### src/rtl/rm_bit_select_ctrl_if.sv
// Circular-buffer read port and selected-bit output stream of the rate-matching
// bit-selection stage. The master side belongs to rm_bit_select_ctrl.
interface rm_bit_select_ctrl_if #(
  parameter int AW = 14
);
  logic          buf_rd_en;
  logic [AW-1:0] buf_addr;
  logic          buf_data;
  logic          buf_null;
  logic          out_bit;
  logic          out_valid;
  logic          out_ready;
  logic          out_last;

  modport master (
    output buf_rd_en, buf_addr, out_bit, out_valid, out_last,
    input  buf_data, buf_null, out_ready
  );

  modport slave (
    input  buf_rd_en, buf_addr, out_bit, out_valid, out_last,
    output buf_data, buf_null, out_ready
  );
endinterface

### src/rtl/rm_bit_select_ctrl.sv
// Rate-matching bit selection: reads the circular buffer from the RV offset k0,
// wraps at Kw, drops NULL entries and streams exactly E bits through a small FIFO.
module rm_bit_select_ctrl #(
  parameter int AW = 14,
  parameter int FD = 4
) (
  input  logic                clk,
  input  logic                rst,
  input  logic                start,
  input  logic [6:0]          R,
  input  logic [1:0]          rv_idx,
  input  logic [11:0]         E,
  rm_bit_select_ctrl_if.master bus,
  output logic                busy,
  output logic                done
);

  localparam int PW = $clog2(FD);

  typedef enum logic [1:0] {IDLE, CALC, RUN, DRAIN} state_t;

  state_t        state;
  logic [6:0]    r_q;
  logic [1:0]    rv_q;
  logic [11:0]   e_q;
  logic [11:0]   out_cnt;
  logic [PW:0]   occ;
  logic [PW-1:0] wr_ptr;
  logic [PW-1:0] rd_ptr;
  logic [FD-1:0] fifo_mem;
  logic          rd_vld;

  logic [AW-1:0] kw;
  logic [AW-1:0] k0;
  logic [AW-1:0] addr_inc;
  logic [AW-1:0] addr_next;
  logic          handshake;
  logic          push;
  logic [PW:0]   occ_next;
  logic [11:0]   cnt_next;
  logic [12:0]   committed;
  logic [12:0]   pending;
  logic          issue;

  assign kw        = AW'(r_q) * AW'(96);
  assign k0        = AW'(r_q) * (AW'(24) * AW'(rv_q) + AW'(2));
  assign addr_inc  = bus.buf_addr + AW'(1);
  assign addr_next = (addr_inc == kw) ? '0 : addr_inc;

  assign bus.out_valid = (occ != '0);
  assign bus.out_bit   = bus.out_valid ? fifo_mem[rd_ptr] : 1'b0;
  assign bus.out_last  = bus.out_valid & (out_cnt == (e_q - 12'd1));

  assign handshake = bus.out_valid & bus.out_ready;
  assign push      = (state == RUN) & rd_vld & ~bus.buf_null;
  assign occ_next  = occ + (PW+1)'(push) - (PW+1)'(handshake);
  assign cnt_next  = out_cnt + 12'(handshake);

  // A read still in flight is counted as if it will be a real bit; if it turns
  // out NULL the shortfall is simply made up by a later read.
  assign committed = 13'(cnt_next) + 13'(occ_next);
  assign pending   = committed + 13'(bus.buf_rd_en);
  assign issue     = (pending < {1'b0, e_q}) &&
                     ((13'(occ_next) + 13'(bus.buf_rd_en)) < 13'(FD));

  always_ff @(posedge clk or negedge rst) begin
    if (!rst) begin
      state         <= IDLE;
      r_q           <= '0;
      rv_q          <= '0;
      e_q           <= '0;
      out_cnt       <= '0;
      occ           <= '0;
      wr_ptr        <= '0;
      rd_ptr        <= '0;
      fifo_mem      <= '0;
      rd_vld        <= 1'b0;
      bus.buf_rd_en <= 1'b0;
      bus.buf_addr  <= '0;
      busy          <= 1'b0;
      done          <= 1'b0;
    end else begin
      done   <= 1'b0;
      rd_vld <= bus.buf_rd_en;
      occ    <= occ_next;
      if (handshake) begin
        rd_ptr  <= rd_ptr + PW'(1);
        out_cnt <= cnt_next;
      end
      if (push) begin
        fifo_mem[wr_ptr] <= bus.buf_data;
        wr_ptr           <= wr_ptr + PW'(1);
      end
      case (state)
        IDLE: begin
          bus.buf_rd_en <= 1'b0;
          if (start) begin
            r_q     <= R;
            rv_q    <= rv_idx;
            e_q     <= E;
            out_cnt <= '0;
            occ     <= '0;
            wr_ptr  <= '0;
            rd_ptr  <= '0;
            rd_vld  <= 1'b0;
            busy    <= 1'b1;
            state   <= CALC;
          end
        end
        CALC: begin
          if (e_q == 12'd0) begin
            busy  <= 1'b0;
            done  <= 1'b1;
            state <= IDLE;
          end else begin
            bus.buf_rd_en <= 1'b1;
            bus.buf_addr  <= k0;
            state         <= RUN;
          end
        end
        RUN: begin
          if (committed == {1'b0, e_q}) begin
            bus.buf_rd_en <= 1'b0;
            state         <= DRAIN;
          end else begin
            bus.buf_rd_en <= issue;
            if (issue) bus.buf_addr <= addr_next;
          end
        end
        DRAIN: begin
          bus.buf_rd_en <= 1'b0;
          if (handshake && (cnt_next == e_q)) begin
            busy  <= 1'b0;
            done  <= 1'b1;
            state <= IDLE;
          end
        end
        default: state <= IDLE;
      endcase
    end
  end

endmodule

### src/flat_wrapper.sv
// flat-port wrapper written by rule: the top's interface ports become plain ports
module rm_bit_select_ctrl_flat 
#(
  parameter int AW = 14,
  parameter int FD = 4
)
  (clk, rst, start, R, rv_idx, E, busy, done, bus_buf_rd_en, bus_buf_addr, bus_out_bit, bus_out_valid, bus_out_last, bus_buf_data, bus_buf_null, bus_out_ready);
  rm_bit_select_ctrl_if #(.AW(AW)) bus_i ();
  input  logic clk;
  input  logic rst;
  input  logic start;
  input  logic [6:0] R;
  input  logic [1:0] rv_idx;
  input  logic [11:0] E;
  output logic busy;
  output logic done;
  output wire logic [$bits(bus_i.buf_rd_en)-1:0] bus_buf_rd_en;
  output wire logic [$bits(bus_i.buf_addr)-1:0] bus_buf_addr;
  output wire logic [$bits(bus_i.out_bit)-1:0] bus_out_bit;
  output wire logic [$bits(bus_i.out_valid)-1:0] bus_out_valid;
  output wire logic [$bits(bus_i.out_last)-1:0] bus_out_last;
  input wire logic [$bits(bus_i.buf_data)-1:0] bus_buf_data;
  input wire logic [$bits(bus_i.buf_null)-1:0] bus_buf_null;
  input wire logic [$bits(bus_i.out_ready)-1:0] bus_out_ready;
  assign bus_buf_rd_en = bus_i.buf_rd_en;
  assign bus_buf_addr = bus_i.buf_addr;
  assign bus_out_bit = bus_i.out_bit;
  assign bus_out_valid = bus_i.out_valid;
  assign bus_out_last = bus_i.out_last;
  assign bus_i.buf_data = bus_buf_data;
  assign bus_i.buf_null = bus_buf_null;
  assign bus_i.out_ready = bus_out_ready;
  rm_bit_select_ctrl #(.AW(AW), .FD(FD)) u_core (.clk(clk), .rst(rst), .start(start), .R(R), .rv_idx(rv_idx), .E(E), .bus(bus_i), .busy(busy), .done(done));
endmodule
### config.mk
export PLATFORM = sky130hd
export DESIGN_NAME = rm_bit_select_ctrl_flat
export DESIGN_NICKNAME = d
export VERILOG_FILES = /design/src/rtl/rm_bit_select_ctrl_if.sv /design/src/rtl/rm_bit_select_ctrl.sv /design/src/flat_wrapper.sv
export SDC_FILE = /design/constraint.sdc
export NUM_CORES = 1
export LEC_CHECK = 0
export CELL_PAD_IN_SITES_DETAIL_PLACEMENT = 0
export CELL_PAD_IN_SITES_GLOBAL_PLACEMENT = 1
export CORE_MARGIN = 2
export CORE_UTILIZATION = 50
export CTS_CLUSTER_SIZE = 20
export DETAILED_ROUTE_END_ITERATION = 7
export GPL_TIMING_DRIVEN = 0
export PLACE_DENSITY_LB_ADDON = 0.1
export SETUP_SLACK_MARGIN = 0.15
export SLEW_MARGIN = 25
export SYNTH_ARGS = -nofsm -noshare
export SYNTH_HDL_FRONTEND = slang
export SYNTH_SLANG_ARGS = --single-unit
### constraint.sdc
create_clock -name clk -period 15.2 [get_ports clk]
set_clock_uncertainty 0.1 [all_clocks]
set_input_delay 4.56 -clock clk [delete_from_list [all_inputs] [get_ports clk]]
set_output_delay 4.56 -clock clk [all_outputs]
set_load 0.03 [all_outputs]
# Yosys cells after proc, flatten, opt, wreduce, memory -nomap -nowiden
# Cells that the tools add are included.
[op_classes] add_sub_neg=11 mul=3 bitwise_logic=5 reduce_logical=13 n_lt_le_gt_ge=5 eq_ne=14 muxes=39
[ops] operator="14-bit two-way mux" n=4
[ops] operator="12-bit two-way mux" n=3
[ops] operator="14-bit case mux with 2 select lines" n=1
[ops] operator="12-bit == test" n=2
[ops] operator="2-bit two-way mux" n=10
[ops] operator="14-bit by 1-bit adder with 14-bit output (second input constant)" n=1
[ops] operator="14-bit == test" n=1
[ops] operator="7-bit by 14-bit multiplier with 14-bit output" n=1
[ops] operator="12-bit by 3-bit adder with 13-bit output" n=1
[ops] operator="13-bit by 1-bit adder with 13-bit output" n=1
[ops] operator="13-bit by 12-bit == test with 1-bit output" n=1
[ops] operator="13-bit by 12-bit less-than comparator with 1-bit output" n=1
[ops] operator="13-bit by 3-bit less-than comparator with 1-bit output (second input constant)" n=1
[ops] operator="12-bit by 1-bit adder with 12-bit output" n=1
[ops] operator="12-bit zero test" n=1
[ops] operator="1-bit two-way mux" n=12
[ops] operator="12-bit by 1-bit subtractor with 12-bit output (second input constant)" n=1
[ops] operator="7-bit by 2-bit multiplier with 9-bit output (second input constant)" n=1
[ops] operator="7-bit by 2-bit adder with 8-bit output (second input constant)" n=1
[ops] operator="2-bit inequality test (second input constant)" n=4
[ops] operator="2-bit case mux with 4 select lines" n=1
[ops] operator="4-bit AND reduction" n=2
[ops] operator="2-bit by 3-bit less-than comparator with 1-bit output (second input constant)" n=2
[ops] operator="3-bit two-way mux" n=2
[ops] operator="other kinds (23)" n=34
[word_totals] ff_bits=64 wordCells=104

# Longest topological paths before layout
# Gate-level depths: netlist of run 1.
[depth] word_depth=12 depth_mapped=24

# Least setup slack after synthesis of run 1
# Ideal clock, no wire load.
[synth_timing] path_type="input to register" from="in bus_out_ready" to="reg u_core.bus.buf_addr[1]" n_path_buf=1 stages=21 setup_ns=0.125 path_slack_ns=5.648 t_arrival_ns=9.326 required_time_ns=14.975 path_cell_list="o31a_1 -> clkbuf_1 -> nand2_1 -> o21ai_0 -> ha_1 -> fa_1 -> fa_1 -> maj3_2 -> a21boi_1 -> or3_1 -> and2_1 -> nand3_1 -> nand3b_1 -> a21oi_1 -> xnor2_1 -> ha_1 -> a2111oi_0 -> a211oi_1 -> o41a_4 -> nor2_1 -> mux2_4"
[synth_between] elab_chain_cells=8 elab_cells_between_ends=13
[synth_rtl] element="start, declared" line="flat_wrapper.sv:24" source="input wire logic [$bits(bus_i.out_ready)-1:0] bus_out_ready;"
[synth_rtl] element="1-bit AND *" line="rm_bit_select_ctrl.sv:54" source="assign handshake = bus.out_valid & bus.out_ready;"
[synth_rtl] element="12-bit by 1-bit adder with 12-bit output or 3-bit by 1-bit subtractor with 3-bit output (tied branches)" line="rm_bit_select_ctrl.sv:57, rm_bit_select_ctrl.sv:56"
[synth_rtl] element="12-bit by 3-bit adder with 13-bit output" line="rm_bit_select_ctrl.sv:61" source="assign committed = 13'(cnt_next) + 13'(occ_next);"
[synth_rtl] element="13-bit by 1-bit adder with 13-bit output" line="rm_bit_select_ctrl.sv:62" source="assign pending = committed + 13'(bus.buf_rd_en);"
[synth_rtl] element="13-bit by 12-bit less-than comparator with 1-bit output" line="rm_bit_select_ctrl.sv:63" source="assign issue = (pending < {1'b0, e_q}) &&"
[synth_rtl] element="1-bit logical AND" line="rm_bit_select_ctrl.sv:63"
[synth_rtl] element="2-bit by 1-bit inequality test with 1-bit output (no line)"
[synth_rtl] element="4-bit AND reduction (no line) *"
[synth_rtl] element="end signal, assigned" line="rm_bit_select_ctrl.sv:117" source="bus.buf_addr <= k0;"
[synth_rtl] element="end signal, assigned" line="rm_bit_select_ctrl.sv:127" source="if (issue) bus.buf_addr <= addr_next;"
[synth_rtl] element="end, declared" line="rm_bit_select_ctrl_if.sv:16" source="output buf_rd_en, buf_addr, out_bit, out_valid, out_last,"
# Every way passes the cells marked *; elsewhere a longest branch is shown, timed or not.
# A chain may end at the register's enable or synchronous reset.

# Worst setup path after layout of run 1
[layout_timing] from="in bus_out_ready" to="reg u_core.bus.buf_addr[3]"
# The elaborated chain is that of the path after synthesis.

==> results of run 1 <==
[area by class of cell]
class | instances | share of cell area, %
Timing Repair Buffer | 47 | 6.38
Clock buffer | 9 | 2.96
Sequential cell | 64 | 21.0
Multi-Input combinational cell | 634 | 61.3
Clock inverter | 6 | 0.806
Tap cell | 176 | 2.89
Buffer | 30 | 1.76
Inverter | 58 | 2.86
[per-layer routing]
metal  wire length [um]  vias up  GRT usage (%)
met5                  0        -              0
met3                535       32           4.21
met4                503        0           10.3
met2               8990      108           46.4
met1               7520     2791           31.8
li1                   -     2865              -
[sequential cells by signal (all words and copies together), names as in the netlist, named ones only]
register              cells
u_core.bus.buf_addr      14
u_core.bus.buf_rd_en      1
u_core.busy               1
u_core.done               1
u_core.e_q               12
u_core.fifo_mem           4
u_core.occ                3
u_core.out_cnt           12
u_core.r_q                7
u_core.rd_ptr             2
u_core.rd_vld             1
u_core.rv_q               2
u_core.state              1
u_core.wr_ptr             2
[cells in the final DEF, fill, tap and decap left out, types with 16 or more instances in the layout]
cell type	n
nand2_1	95
ha_1	68
xnor2_1	64
dfrtp_1	64
inv_1	57
o21ai_0	49
nor2_1	45
clkdlybuf4s50_1	45
xor2_1	29
a21oi_1	24
nand3_1	21
nor3_1	20
and2_1	19
o21ai_1	17
clkbuf_1	16
fa_1	16
[power by group through the flow]
| stage | logic [mW] | registers, mW | clock network [mW] |
|---|---|---|---|
| CTS | 1.22 | 0.332 | 0.210 |
| floorplan | 0.892 | 0.337 | 0 |
| detailed placement | 1.21 | 0.333 | 0 |
| global route | 1.37 | 0.344 | 0.215 |
| finish | 1.21 | 0.331 | 0.204 |
| global placement | 1.18 | 0.332 | 0 |
[cells by family (layout without fill, tap and decap cells)]
kind of cell	count (synthesis)	in the layout
simple gates	283	283
compound gates	161	161
xor+xnor	96	96
buf+inv	88	150
fa+ha+maj	86	86
flops	64	64
mux	8	8
[worst reg2reg max path, stage by stage, from the launching register on]
cell and delay, ns:
dfrtp_1 0.39, inv_1 0.14, ha_1 0.19, clkbuf_1 0.45, nand2_1 0.10, nor2_1 0.44
ha_1 0.25, fa_1 0.48, fa_1 0.49, maj3_2 0.39, a21boi_1 0.16, o21ai_0 0.26
and2_1 0.20, nand3_1 0.11, nand3b_1 0.27, a21oi_1 0.22, xnor2_1 0.09, ha_1 0.23
a2111oi_0 0.51, a211oi_1 0.19, o41a_4 0.52, buf_2 0.22, o31ai_1 0.27
[path summary, 6_finish.rpt]
path	start	to	slack [ns]	cells after the start
min in group asynchronous	rst	u_core.fifo_mem[3]$_DFFE_PN0P_	4.00	1
max in group asynchronous	rst	u_core.r_q[4]$_DFFE_PN0P_	10.48	2
setup reg to reg	u_core.state[0]$_DFFE_PN0P_	u_core.bus.buf_addr[3]$_DFFE_PN0P_	8.43	22
hold / removal	u_core.busy$_DFFE_PN0P_	u_core.busy$_DFFE_PN0P_	0.40	2
hold reg to reg	u_core.busy$_DFFE_PN0P_	u_core.busy$_DFFE_PN0P_	0.40	2
setup / recovery	bus_out_ready	u_core.bus.buf_addr[3]$_DFFE_PN0P_	4.58	22
[per-stage QoR]
stage	area [um^2]	hold slack [ns]	power [mW]	utilization (%)
after floorplan	6620	0.374	1.23	-
after global placement	7300	0.388	1.51	55.8
after detailed placement	7320	0.392	1.54	56.0
after CTS	7610	0.405	1.76	58.2
after global routing	7610	0.427	1.93	58.2
final	7610	0.400	1.74	58.2
==> flow_summary_export.csv, run 1 <==
group,metric,value,unit
yosys,async_flop_share,100,%
clocking,cts_resized,0,
clocking,cts_made_buffers,9,
cells_and_area,fill_cells,1209,
detailed_routing,drt-wirelength-per-cell,17.1,um
yosys,syn_inst,786,
worst_setup_path,required,15.35,ns
yosys,yosysMostFrequentCell,"nand2_1",
yosys,synth_warnings,0,
yosys,synthTopCellsByCount,"95 x nand2_1, 68 x ha_1, 64 x dfrtp_1, 64 x xnor2_1, 57 x inv_1",
detailed_routing,drt_iter0_markers,306,
floorplan,rows,42,
yosys,yosys.area_share.adder,18.0,%
clocking,clk_latency,0.35,ns
worst_setup_path,cp.arrival,10.77,ns
yosys,yosysTopAreaCellShare,24.2,%
yosys,seq_area_frac_synth,24.2,%
sta,fin_ws,4.58,ns
yosys,synth_top_family_by_area,"simple AND/OR/NAND/NOR gates",
clocking,ctsHoldBuffers,0,
sta,period_needed,10.62,ns
sta,slew_viol_final,0,
detailed_routing,vias,5796,
grt,grt_antenna_before_repair,0,
sta,post-route-period-util,69.9,%
floorplan,fp.dieH,119,um
cells_and_area,area.sequential,1600,um^2
pwr,swShare,48.4,%
worst_hold_path,worst_hold_path_type,"register to register",
sta,max_slew_margin,46.9,%
detailed_routing,ant_nets,0,
run,drv_cap,0,
detailed_routing,dr.pass1.iters,5,
floorplan,initial_utilization,50.6,%
cells_and_area,drive_gt1_share,6.01,%
worst_setup_path,cpMaxStageDelayCell,"clkdlybuf4s50_1",
yosys,synth_compound_area_share,16.0,%
placed_design,place_congestion,0.872,
yosys,synth_seq_cells,64,
pwr,powerDensity,229,nW/um^2
pwr,seq_power_share,19.0,%
clocking,clock_sinks,64,
worst_setup_path,worstPathBufferInverterCount,3,
yosys,syn_avg_cell_area,8.42,um^2
worst_setup_path,cp-end-kind,"register",
grt,grt_pass1_vias,5954,
pwr,ir_worst_vdd,0.107,mV
clocking,cts.path.max_buffers,2,
worst_setup_path,path_class,"input port to register",
yosys,synth-main-ff-cell,"dfrtp_1",
detailed_routing,finalWirelength,17500,um
yosys,synth-simple-area-share,21.5,%
detailed_routing,drc,0,
placed_design,dpl_worst_slack,4.26,ns
grt,grt_pass1_wl,29400,um
clocking,clk_pin_slew,0.06,ns
yosys,synthXorXnorAreaFrac,13.3,%
floorplan,die_w,119,um
yosys,synth_top_area_cell,"dfrtp_1",
sta,tightestPinTransition,0.789,ns
sta,tns,0,ns
yosys,synth_area_leaders,"dfrtp_1 24%, ha_1 13%, xnor2_1 8.5%, nand2_1 5.4%, fa_1 4.8%",
clocking,htreeDepth,3,
cells_and_area,n_antenna_cell,0,
grt,overflow,0,
sta,max_clock_freq,94.1,MHz
floorplan,pin_count,47,
placed_design,port_buffers,46,
grt,grt_start_max_net_pins,45,
sta,rsz0062_at_grt,"false",
run_status,outcome,"finished, final reports clean",
worst_setup_path,critPathTopFamily,"compound AO/OA/AOI/OAI gates",
yosys,synth_cell_types,76,
sta,hold_violations,0,
yosys,synthMuxAreaShare,1.57,%
cells_and_area,multi_input_area,4660,um^2
worst_setup_path,crit_path_max_fanout,10,
detailed_routing,vias_per_cell,5.66,
pwr,clockPowerShare,11.7,%
clocking,post_cts_buffers,0,
cells_and_area,area_growth,15.0,%
cells_and_area,instances_no_fill,1024,
pwr,p_leak,3.31,nW
pwr,p_sw,0.844,mW
yosys,synth_area,6620,um^2
cells_and_area,layout.nets,955,
sta,setup_viol,0,
placed_design,dp_cells,1009,
pwr,power.internal,0.900,mW
worst_setup_path,critical_path.max_stage_delay,0.53,ns
placed_design,dp_hpwl,13900,um
worst_setup_path,cp_cell_sequence,"clkdlybuf4s50_1, o31a_1, clkbuf_1, nand2_1, o21ai_0, ha_1, fa_1, fa_1, maj3_2, a21boi_1, o21ai_0, and2_1, nand3_1, nand3b_1, a21oi_1, xnor2_1, ha_1, a2111oi_0, a211oi_1, o41a_4, buf_2, o31ai_1",
pwr,pwr-share-comb,69.3,%
floorplan,core,13100,um^2
yosys,syn_nets,897,
grt,track_usage,26.2,%
worst_setup_path,critPathLaunchType,"input port",
clocking,tritoncts,"built",
clocking,cts_root_buf,"clkbuf_16",
floorplan,dieArea,14200,um^2
yosys,synth_edf_count,0,
Note: power is estimated with default switching activity, not from simulation.
==> run 2: changes to the inputs <==
--- a/config.mk
+++ b/config.mk
@@ -8,7 +8,7 @@
 export CELL_PAD_IN_SITES_DETAIL_PLACEMENT = 0
 export CELL_PAD_IN_SITES_GLOBAL_PLACEMENT = 1
 export CORE_MARGIN = 2
-export CORE_UTILIZATION = 50
+export CORE_UTILIZATION = 42
 export CTS_CLUSTER_SIZE = 20
 export DETAILED_ROUTE_END_ITERATION = 7
 export GPL_TIMING_DRIVEN = 0
==> constraint.sdc (replaced) <==
create_clock -name clk -period 8.7 [get_ports clk]
set_clock_uncertainty 0.1 [all_clocks]
set_input_delay 2.61 -clock clk [delete_from_list [all_inputs] [get_ports clk]]
set_output_delay 2.61 -clock clk [all_outputs]
set_load 0.03 [all_outputs]
==> run 2 against run 1 <==
Cell count increased by 3.5%. Global-route usage decreased by 2.5 points. First-iteration DRC count decreased by 9.2%. Critical path type unchanged. Largest cell class unchanged. Highest routed layer unchanged.
==> flow_summary_export.csv, run 2 (synthesis gave the netlist of run 1 again) <==
group,metric,value,unit
floorplan,core,15300,um^2
grt,grt_pass1_vias,5892,
cells_and_area,final_common_cell,"nand2_1",
run_status,outcome,"finished, final reports clean",
worst_hold_path,hold_depth,1,
sta,holdWs,0.410,ns
clocking,clk_pin_slew,0.06,ns
cells_and_area,utilization,50.0,%
cells_and_area,area.sequential,1600,um^2
placed_design,port_buffers,46,
clocking,cts_root_buf,"clkbuf_16",
clocking,tritoncts,"built",
cells_and_area,final_cell_mix,"95 x nand2_1, 68 x ha_1, 64 x xnor2_1, 64 x dfrtp_1, 57 x inv_1",
worst_setup_path,critPathTopFamily,"compound AO/OA/AOI/OAI gates",
placed_design,place_area,7370,um^2
detailed_routing,ant_nets,0,
worst_hold_path,worst_hold_path_type,"register to register",
clocking,clk_latency,0.35,ns
cells_and_area,reg_top3,"u_core.bus.buf_addr x14, u_core.e_q x12, u_core.out_cnt x12",
floorplan,rows,45,
clocking,clock_sinks,64,
floorplan,initial_utilization,43.2,%
pwr,ir_worst_vdd,0.164,mV
grt,overflow,0,
floorplan,dieArea,16800,um^2
worst_setup_path,cp_cell_sequence,"clkdlybuf4s50_1, o31a_1, buf_2, nand2_1, o21ai_0, ha_1, fa_1, fa_1, maj3_2, a21boi_1, or3_1, and2_1, nand3_1, nand3b_1, a21oi_1, xnor2_1, ha_1, a2111oi_1, a211oi_1, o41a_4, buf_2, o31ai_1",
floorplan,die_w,130,um
pwr,powerDensity,400,nW/um^2
placed_design,dp_hpwl,14800,um
worst_setup_path,required,8.85,ns
cells_and_area,multi_input_area,4670,um^2
detailed_routing,drt_iter0_markers,278,
sta,max_slew_margin,45.4,%
sta,post-route-period-util,95.0,%
worst_setup_path,crit_path_max_fanout,10,
detailed_routing,drc,0,
cells_and_area,n_antenna_cell,0,
grt,grt_start_max_net_pins,46,
sta,hold_violations,0,
detailed_routing,vias,5811,
detailed_routing,dr.pass1.iters,6,
pwr,p_leak,3.31,nW
detailed_routing,routed.top_layer,"met4",
worst_setup_path,path_class,"input port to register",
clocking,cts.path.max_buffers,2,
grt,grt_antenna_before_repair,0,
detailed_routing,met3_length,447,um
placed_design,dpl_worst_slack,-0.292,ns
clocking,post_cts_buffers,0,
sta,setup_viol,0,
sta,slew_viol_final,0,
cells_and_area,largest_reg_flops,14,
detailed_routing,met1_length,8280,um
sta,rsz0062_at_grt,"false",
detailed_routing,finalWirelength,18800,um
worst_setup_path,crit_cells,22,
grt,track_usage,23.8,%
sta,tightestPinTransition,0.811,ns
cells_and_area,finalInstanceArea,7650,um^2
cells_and_area,layout.nets,955,
placed_design,place_congestion,0.860,
clocking,cts_made_buffers,9,
worst_setup_path,critical_path.max_stage_delay,0.52,ns
cells_and_area,regMostFlops,"u_core.bus.buf_addr",
worst_setup_path,critPathLaunchType,"input port",
cells_and_area,area_growth,15.7,%
pwr,power,3.06,mW
sta,fin_ws,0.435,ns
grt,grt_pass1_wl,30800,um
worst_setup_path,r2r_cells,22,
worst_setup_path,worstPathBufferInverterCount,3,
sta,period_needed,8.27,ns
run,drv_cap,0,
detailed_routing,wl_met2,9700,um
sta,max_clock_freq,121,MHz
detailed_routing,vias_per_cell,5.48,
floorplan,fp.dieH,130,um
cells_and_area,drive_gt1_share,6.12,%
cells_and_area,fill_cells,1507,
clocking,htreeDepth,3,
detailed_routing,drt-wirelength-per-cell,17.7,um
floorplan,pin_count,47,
worst_setup_path,cp.arrival,8.42,ns
worst_setup_path,cpMaxStageDelayCell,"o41a_4",
worst_setup_path,cp-end-kind,"register",
run 2: worst reg2reg max path, delay by kind of cell (launching register included):
family,cells,cell delay (ns)
xor gates and xnor gates,1,0.15
adders and majority gates,6,2.05
buffers and inverters,3,0.85
DFF,1,0.40
AOI/OAI and AO/OA,6,1.64
and+or+nand+nor,6,1.42
run 2: cell type report:
class	instances	area share [%]
multi-input cells	634	61.0
inverters	58	2.84
clock inverters	4	0.376
flip-flops and latches	64	20.9
plain buffers	30	1.77
well taps	211	3.45
repair buffers	47	6.34
clock buffers	12	3.35
run 2: routing by layer:
layer,vias up,track usage (%)
li1,2859,-
met1,2847,29.0
met2,81,43.4
met3,24,3.47
met4,0,6.96
met5,-,0
run 2: stage by stage:
| step | TNS (ns) | instances |
|---|---|---|
| after global placement | -1.92 | 1043 |
| after detailed placement | -3.03 | 1044 |
| final | 0 | 1060 |
| after global routing | 0 | 1060 |
| after CTS | 0 | 1060 |
| after floorplan | 0 | 786 |
run 2: report_power, final:
group	internal [mW]	leakage, nW	switching [mW]
Clock	0.209	0.135	0.147
Sequential	0.410	0.824	0.175
Combinational	0.942	2.35	1.18
Total	1.56	3.31	1.50
run 2: final timing paths:
kind / start / to / slack (ns)
setup / recovery: bus_out_ready / u_core.bus.buf_addr[3]$_DFFE_PN0P_ / 0.43
hold / removal: u_core.fifo_mem[3]$_DFFE_PN0P_ / u_core.fifo_mem[3]$_DFFE_PN0P_ / 0.41
setup reg to reg: u_core.state[0]$_DFFE_PN0P_ / u_core.bus.buf_addr[3]$_DFFE_PN0P_ / 2.01
hold reg to reg: u_core.fifo_mem[3]$_DFFE_PN0P_ / u_core.fifo_mem[3]$_DFFE_PN0P_ / 0.41
max in group asynchronous: rst / u_core.r_q[6]$_DFFE_PN0P_ / 5.92
min in group asynchronous: rst / u_core.out_cnt[3]$_DFF_PN0_ / 2.05
run 2: what timing repair did:
item | in CTS | in global routing
endpoints found under the setup margin | 9 | 13
resized for setup | 1 | 3
hold buffers | 0 | 0
gates cloned | 0 | 0
